File: src/rtl/bcd_mod_timer.sv
// bcd_mod_timer: two-digit BCD modulo counter with up/down count, preset load, run control and carry/borrow pulse.
// Define BCD_MOD_TIMER_TICK_SYNC_EN to treat clk_time as a level and count on its registered rising edge.
module bcd_mod_timer #(
    parameter int MODULUS  = 60,
    parameter bit ONE_SHOT = 1'b0
) (
    input  logic       clk,
    input  logic       reset_p,
    input  logic       clk_time,
    input  logic       up_down,
    input  logic       load_enable,
    input  logic [3:0] set_value1,
    input  logic [3:0] set_value10,
    input  logic       start,
    input  logic       stop,
    output logic [3:0] dec1,
    output logic [3:0] dec10,
    output logic       dec_clk,
    output logic       running,
    output logic       done,
    output logic       load_err
);
    localparam logic [1:0] S_IDLE = 2'd0;
    localparam logic [1:0] S_RUN  = 2'd1;
    localparam logic [1:0] S_DONE = 2'd2;
    localparam logic [3:0] MAX1   = 4'((MODULUS - 1) % 10);
    localparam logic [3:0] MAX10  = 4'((MODULUS - 1) / 10);
    localparam logic [7:0] MOD8   = 8'(MODULUS);
    logic [1:0] r_state, w_state;
    logic [3:0] r_dec1, r_dec10, w_dec1, w_dec10;
    logic       r_dec_clk, w_dec_clk, r_load_err, w_load_err;
    logic       w_tick, w_zero, w_max, w_one, w_load_ok;
    logic [7:0] w_load_val;
`ifdef BCD_MOD_TIMER_TICK_SYNC_EN
    logic r_tick_lvl, r_tick;
    always_ff @(posedge clk) begin
        r_tick_lvl <= reset_p ? 1'b0 : clk_time;
        r_tick     <= reset_p ? 1'b0 : clk_time & ~r_tick_lvl;
    end
    assign w_tick = r_tick;
`else
    assign w_tick = clk_time;
`endif
    assign w_zero     = r_dec1 == 4'd0 && r_dec10 == 4'd0;
    assign w_one      = r_dec1 == 4'd1 && r_dec10 == 4'd0;
    assign w_max      = r_dec1 == MAX1 && r_dec10 == MAX10;
    assign w_load_val = {4'd0, set_value10} * 8'd10 + {4'd0, set_value1};
    assign w_load_ok  = set_value1 <= 4'd9 && set_value10 <= 4'd9 && w_load_val < MOD8;
    always_comb begin
        w_state    = r_state;
        w_dec1     = r_dec1;
        w_dec10    = r_dec10;
        w_dec_clk  = 1'b0;
        w_load_err = 1'b0;
        if (load_enable) begin
            w_load_err = ~w_load_ok;
            w_dec1     = w_load_ok ? set_value1 : r_dec1;
            w_dec10    = w_load_ok ? set_value10 : r_dec10;
            w_state    = (w_load_ok && r_state == S_DONE) ? S_IDLE : r_state;
        end else if (stop) begin
            w_state = (r_state == S_RUN) ? S_IDLE : r_state;
        end else if (start) begin
            w_state = (r_state != S_IDLE) ? r_state : (ONE_SHOT && !up_down && w_zero) ? S_DONE : S_RUN;
        end else if (w_tick && r_state == S_RUN) begin
            if (up_down) begin
                w_dec_clk = w_max;
                w_dec1    = (w_max || r_dec1 == 4'd9) ? 4'd0 : r_dec1 + 4'd1;
                w_dec10   = w_max ? 4'd0 : (r_dec1 == 4'd9) ? r_dec10 + 4'd1 : r_dec10;
            end else if (w_zero) begin
                // a one-shot count already at 00 just finishes; otherwise borrow wraps to the top
                w_dec_clk = ~ONE_SHOT;
                w_dec1    = ONE_SHOT ? 4'd0 : MAX1;
                w_dec10   = ONE_SHOT ? 4'd0 : MAX10;
                w_state   = ONE_SHOT ? S_DONE : S_RUN;
            end else begin
                w_dec1    = (r_dec1 == 4'd0) ? 4'd9 : r_dec1 - 4'd1;
                w_dec10   = (r_dec1 == 4'd0) ? r_dec10 - 4'd1 : r_dec10;
                w_dec_clk = ONE_SHOT && w_one;
                w_state   = (ONE_SHOT && w_one) ? S_DONE : S_RUN;
            end
        end
    end
    always_ff @(posedge clk) begin
        if (reset_p) begin
            r_state    <= S_IDLE;
            r_dec1     <= 4'd0;
            r_dec10    <= 4'd0;
            r_dec_clk  <= 1'b0;
            r_load_err <= 1'b0;
        end else begin
            r_state    <= w_state;
            r_dec1     <= w_dec1;
            r_dec10    <= w_dec10;
            r_dec_clk  <= w_dec_clk;
            r_load_err <= w_load_err;
        end
    end
    assign dec1     = r_dec1;
    assign dec10    = r_dec10;
    assign dec_clk  = r_dec_clk;
    assign load_err = r_load_err;
    assign running  = r_state == S_RUN;
    assign done     = r_state == S_DONE;
endmodule

File: config.mk
export PLATFORM = sky130hd
export DESIGN_NAME = bcd_mod_timer
export DESIGN_NICKNAME = d
export VERILOG_FILES = /design/src/rtl/bcd_mod_timer.sv
export SDC_FILE = /design/constraint.sdc
export NUM_CORES = 1
export LEC_CHECK = 0
export CORE_ASPECT_RATIO = 0.7
export CORE_MARGIN = 2
export CORE_UTILIZATION = 50
export CTS_BUF_LIST = sky130_fd_sc_hd__clkbuf_8
export DETAILED_ROUTE_END_ITERATION = 6
export PLACE_DENSITY = 0.89
export SYNTH_ARGS = -nofsm -noshare
export SYNTH_HDL_FRONTEND = slang
export SYNTH_SLANG_ARGS = --single-unit
File: constraint.sdc
create_clock -name clk -period 4.5 [get_ports clk]
set_clock_uncertainty 0.2 [all_clocks]
set_input_delay 1.125 -clock clk [delete_from_list [all_inputs] [get_ports clk]]
set_output_delay 1.125 -clock clk [all_outputs]
set_load 0.05 [all_outputs]
# Word-level counts from Yosys, hierarchy flattened
# Cells that the tools add are included.
# op_classes
muxes	29
n_lt_le_gt_ge	3
reduce_logical	18
add_sub_neg	5
n_bitwise	3
n_eq_ne	12
n_mul	1
# ops
op	count
two-way mux 4 bit	19
two-way mux 2 bit	8
adder 4 x 1 -> 4 bit, second input constant	2
adder 8 x 4 -> 8 bit	1
<= comparator 4 bit, second input constant	2
logical NOT 4 bit	2
< comparator 8 x 6 -> 1 bit, second input constant	1
inequality test 4 x 1 -> 1 bit, second input constant	2
nonzero test 4 bit	2
subtractor 4 x 1 -> 4 bit, second input constant	2
multiplier 4 x 3 -> 7 bit, second input constant	1
logical AND 1 bit	6
AND reduction 6 bit	1
AND reduction 5 bit	1
OR reduction 5 bit	1
equality test 4 x 3 -> 1 bit, second input constant	1
equality test 4 bit, second input constant	1
inequality test 2 x 1 -> 1 bit, second input constant	2
inequality test 2 bit, second input constant	2
inequality test 4 bit, second input constant	1
AND reduction 4 bit	1
nonzero test 2 bit	2
inequality test 3 x 2 -> 1 bit, second input constant	1
NOT 1 bit	3
5 further kinds	6
# totals
elab_cells	76
reg_bits	12
out_inout_bits	12
in_bits	15

# Longest topological paths before layout
# depth
ltp_word	9
ltp_mapped	10
depth_no_buf	10

# Worst setup path after synthesis
# OpenSTA, ideal clock, no wires.
# synth_timing
path_type	input-to-reg
from	input port set_value10[1]
to	register r_dec1[0] (netlist: dec1[0])
setup_time_ns	0.128
required_time_ns	4.172
stages	10
path_slack_ns	0.992
arrival_ns	3.180
n_path_buf	0
path_cell_list	ha_1 -> ha_1 -> fa_1 -> nand2_1 -> a21oi_1 -> o31a_2 -> nand3_2 -> o21ai_1 -> mux2i_1 -> nor2_1
# synth_between
elab_chain_cells	6
word_cells_on_any_way	8
classes_between	add/sub (1); mul (1); order compare (2); eq/ne (1); reduce/logical (3)
# synth_rtl
element	line_no	source
start: declaration	13	input logic [3:0] set_value10,
multiplier 4 x 3 -> 7 bit	47	assign w_load_val = {4'd0, set_value10} * 8'd10 + {4'd0, set_value1};
adder 8 x 4 -> 8 bit	47	
< comparator 8 x 6 -> 1 bit	48	assign w_load_ok = set_value1 <= 4'd9 && set_value10 <= 4'd9 && w_load_val < MOD8;
logical AND 1 bit (*)	48	
inequality test 2 x 1 -> 1 bit (no source line) (*)	n/a	
AND reduction 4 bit (no source line) (*)	n/a	
end signal: assignment	92	r_dec1 <= w_dec1;
end: declaration	30	logic [3:0] r_dec1, r_dec10, w_dec1, w_dec10;
# Every way passes the cells marked *; elsewhere a longest branch is shown, timed or not.
# A chain may end at the register's enable or synchronous reset.

# Worst setup path after layout
# layout_timing
from	input port set_value10[3]
to	register r_dec1[0] (netlist: dec1[0])
# The elaborated chain is that of the path after synthesis.

==> results.cfg <==
[status]
status = finished, final reports clean

[synth]
synth-seq-area-share_pct = 18.1
post-synth-top-area-cell = dfxtp_1
synthMuxAreaShare_pct = 5.87
synth_area_mm2 = 0.00121
yosys-top-cells-count = nor2_1, ha_1, dfxtp_1, inv_1, nand2_1
async_reset_ff_share_pct = 0
yosysMostFrequentCell = nor2_1
yosys.area.top_type_share_pct = 18.1
syn_inst = 156
yosysWarnings = 0
synth_ff_type = dfxtp_1
yosys.area_share.simple_pct = 24.1
synth_xor_area_share_pct = 2.88
synth_top_family_by_area = compound AO/OA/AOI/OAI gates
synthAdderAreaFrac_pct = 15.7
ys_seq_elements = 11
synthTopCellsByArea = dfxtp_1, ha_1, nor2_1
synth_edf_count = 0
avgSynthCellArea_um2 = 7.79
synth_cell_types = 49
syn_nets = 185
synth_compound_area_share_pct = 26.2

[critical_path]
rrSetupSlack_ns = 2.27
crit_path_max_fanout = 7
crit_slowest_cell = clkdlybuf4s50_1
critPathMaxStageDelay_ns = 0.60
path_cells = clkdlybuf4s50_1 -> ha_1 -> ha_1 -> fa_1 -> nand2_1 -> a21oi_1 -> o31a_2 -> nand3_2 -> o21ai_1 -> mux2i_1 -> nor2_1
r2r_end = dec10[1]$_SDFFE_PP0P_
critPathKind = primary input to flop
reg2reg_depth = 8
r2r_start = dec10[0]$_SDFFE_PP0P_
crit_path_frequent_cell = ha_1
cp.arrival_ns = 4.00
worst_ep_required_time_ns = 4.41
worstSetupEndpointType = flop
critPathLaunchType = primary input

[drt]
drc = 0
firstDrtPassIters = 4
vias = 1321
drt_wl_total_mm = 3.30
drtIter0Drc = 59
via_per_inst = 6.23
wl_per_cell_um = 15.6
ant_nets = 0

[sta]
min_period_ns = 4.10
rsz0062_at_grt = no
fin_tns_setup_ns = 0
fmax_mhz = 244
fin_ws_ns = 0.402
slew_viol_final = 0
finalHoldViolCount = 0
slew-limit-headroom_pct = 55.3
finalSetupViolCount = 0
worst_pin_slew_ns = 0.668
period_share_pct = 91.1

[global_route]
grt_pass1_wl_mm = 5.34
antenna_found_initial = 0
overflow = 0
grtUsageTotal_pct = 24.0
grt_max_degree = 19
first_global_vias = 1142

[clock_tree]
cts_max_path_buffers = 2
post_cts_resized = 0
hold_buffers = 0
cts.sinks = 11
clk_latency_ns = 0.25
post_cts_buffers = 0
cts_tree = yes
numCtsBuffers = 3
clk_pin_slew_ns = 0.05
h-tree-depth = 1
cts-root-buf = clkbuf_8

[die]
initial_core_util_pct = 54.6
dieArea_mm2 = 0.00285
core_area_mm2 = 0.00222
pin_count = 27
std_cell_rows = 14
die_w_um = 62.9
die_h_um = 45.2

[placed_design]
place_ws_ns = 0.176
gp_congestion = 0.904
dpl_cell_area_mm2 = 0.00146
io_buffer_count = 25
dp_hpwl_mm = 2.47

[pwr]
p_seq_share_pct = 30.1
comb_power_share_pct = 42.5
intPower_mw = 0.228
switchingPower_mw = 0.147
leakagePower_nw = 0.580
ir_worst_vdd_v = 0.000152
powerDensity_mw_per_mm2 = 249
switching_share_pct = 39.2
clockPowerShare_pct = 27.5

[job]
drv_cap = 0

[final_layout]
postLayoutCoreUtil_pct = 67.8
drive_gt1_share_pct = 8.89
synthToLayoutAreaGrowth_pct = 24.1
fin_nets = 210
diodes = 0
fill_cells = 189
fin_area_mm2 = 0.00151

[hold_path]
hold_class = flop to flop
worstHoldStart = r_state[0]$_SDFFE_PP0P_
holdPathEnd = dec_clk$_SDFF_PP0_
hold_depth = 2
through the flow:
| step | cells | total power [mW] | hold WS [ns] |
|---|---|---|---|
| after global routing | 212 | 0.393 | 0.352 |
| after floorplan | 156 | 0.224 | 0.522 |
| after CTS | 212 | 0.372 | 0.320 |
| final | 212 | 0.375 | 0.326 |
| after global placement | 208 | 0.264 | 0.309 |
| after detailed placement | 208 | 0.270 | 0.314 |
worst max-delay path, delay by kind of cell:
| kind | cells | cell delay [ns] |
|---|---|---|
| AO/OA/AOI/OAI | 3 | 0.75 |
| adder cells (fa/ha/maj) | 3 | 1.05 |
| AND/OR/NAND/NOR | 3 | 0.23 |
| multiplexers | 1 | 0.24 |
| buffers and inverters | 1 | 0.60 |
how the worst max path moves through the flow:
stage                                       to      startpoint  depth (start not counted)
after floorplan           dec1[0]$_SDFFE_PP0P_  set_value10[1]                         10
after global placement    dec1[0]$_SDFFE_PP0P_  set_value10[3]                         11
after detailed placement  dec1[0]$_SDFFE_PP0P_  set_value10[3]                         11
after CTS                 dec1[0]$_SDFFE_PP0P_  set_value10[3]                         11
after global routing      dec1[0]$_SDFFE_PP0P_  set_value10[3]                         11
final                     dec1[0]$_SDFFE_PP0P_  set_value10[3]                         11
power groups by stage:
stage / Combinational, mW / Clock [mW] / Sequential (mW)
after floorplan: 0.0920 / 0 / 0.132
after global placement: 0.150 / 0 / 0.114
after detailed placement: 0.155 / 0 / 0.115
after CTS: 0.157 / 0.103 / 0.113
after global routing: 0.172 / 0.107 / 0.114
final: 0.159 / 0.103 / 0.113
routing by layer:
metal  track usage (%)  wire length, um
met1              33.4             1480
met2              38.9             1460
met3              4.99              353
met4              4.89               14
met5                 0                0
state kept, by name, summed over array words and instances, names as in the netlist:
signal	flops
dec10	4
load_err	1
dec_clk	1
r_state	1
dec1	4
area by class of cell:
class / instances / area (um2) / share of cell area, %
timing repair buffer: 25 / 250 / 16.6
clock buffer: 3 / 41.3 / 2.74
inverter: 11 / 41.3 / 2.74
tap: 32 / 40.0 / 2.66
clock inverter: 1 / 3.75 / 0.249
multi-input combinational: 129 / 911 / 60.4
sequential: 11 / 220 / 14.6
layout by cell type, fill, tap and decap left out, types with 2 or more instances in the layout:
cell and n:
clkdlybuf4s50_1 25, nor2_1 18, ha_1 12, inv_1 11
dfxtp_1 11, nand2_1 10, o21ai_0 9, a21oi_1 7
nand3_1 7, nor3_1 5, and3_1 4, a211oi_1 4
o21ai_1 3, o211ai_1 3, a31oi_1 3, nor2b_1 3
mux2i_1 3, clkbuf_8 3, xor2_1 2, xnor2_1 2
a31o_2 2, o21ai_2 2, nand2b_1 2, nor2_2 2
a221oi_1 2, nand4_1 2, mux2_4 2, a311oi_1 2
fa_1 2
logic make-up (layout without fill, tap and decap cells):
logic type	Yosys count	after routing
buf+inv	16	40
fa+ha+maj	14	14
xor+xnor	4	4
mux	6	6
simple gates	58	58
other cells	1	1
flops	11	11
compound gates	46	46
No activity file was read; power rests on OpenSTA's default activity.
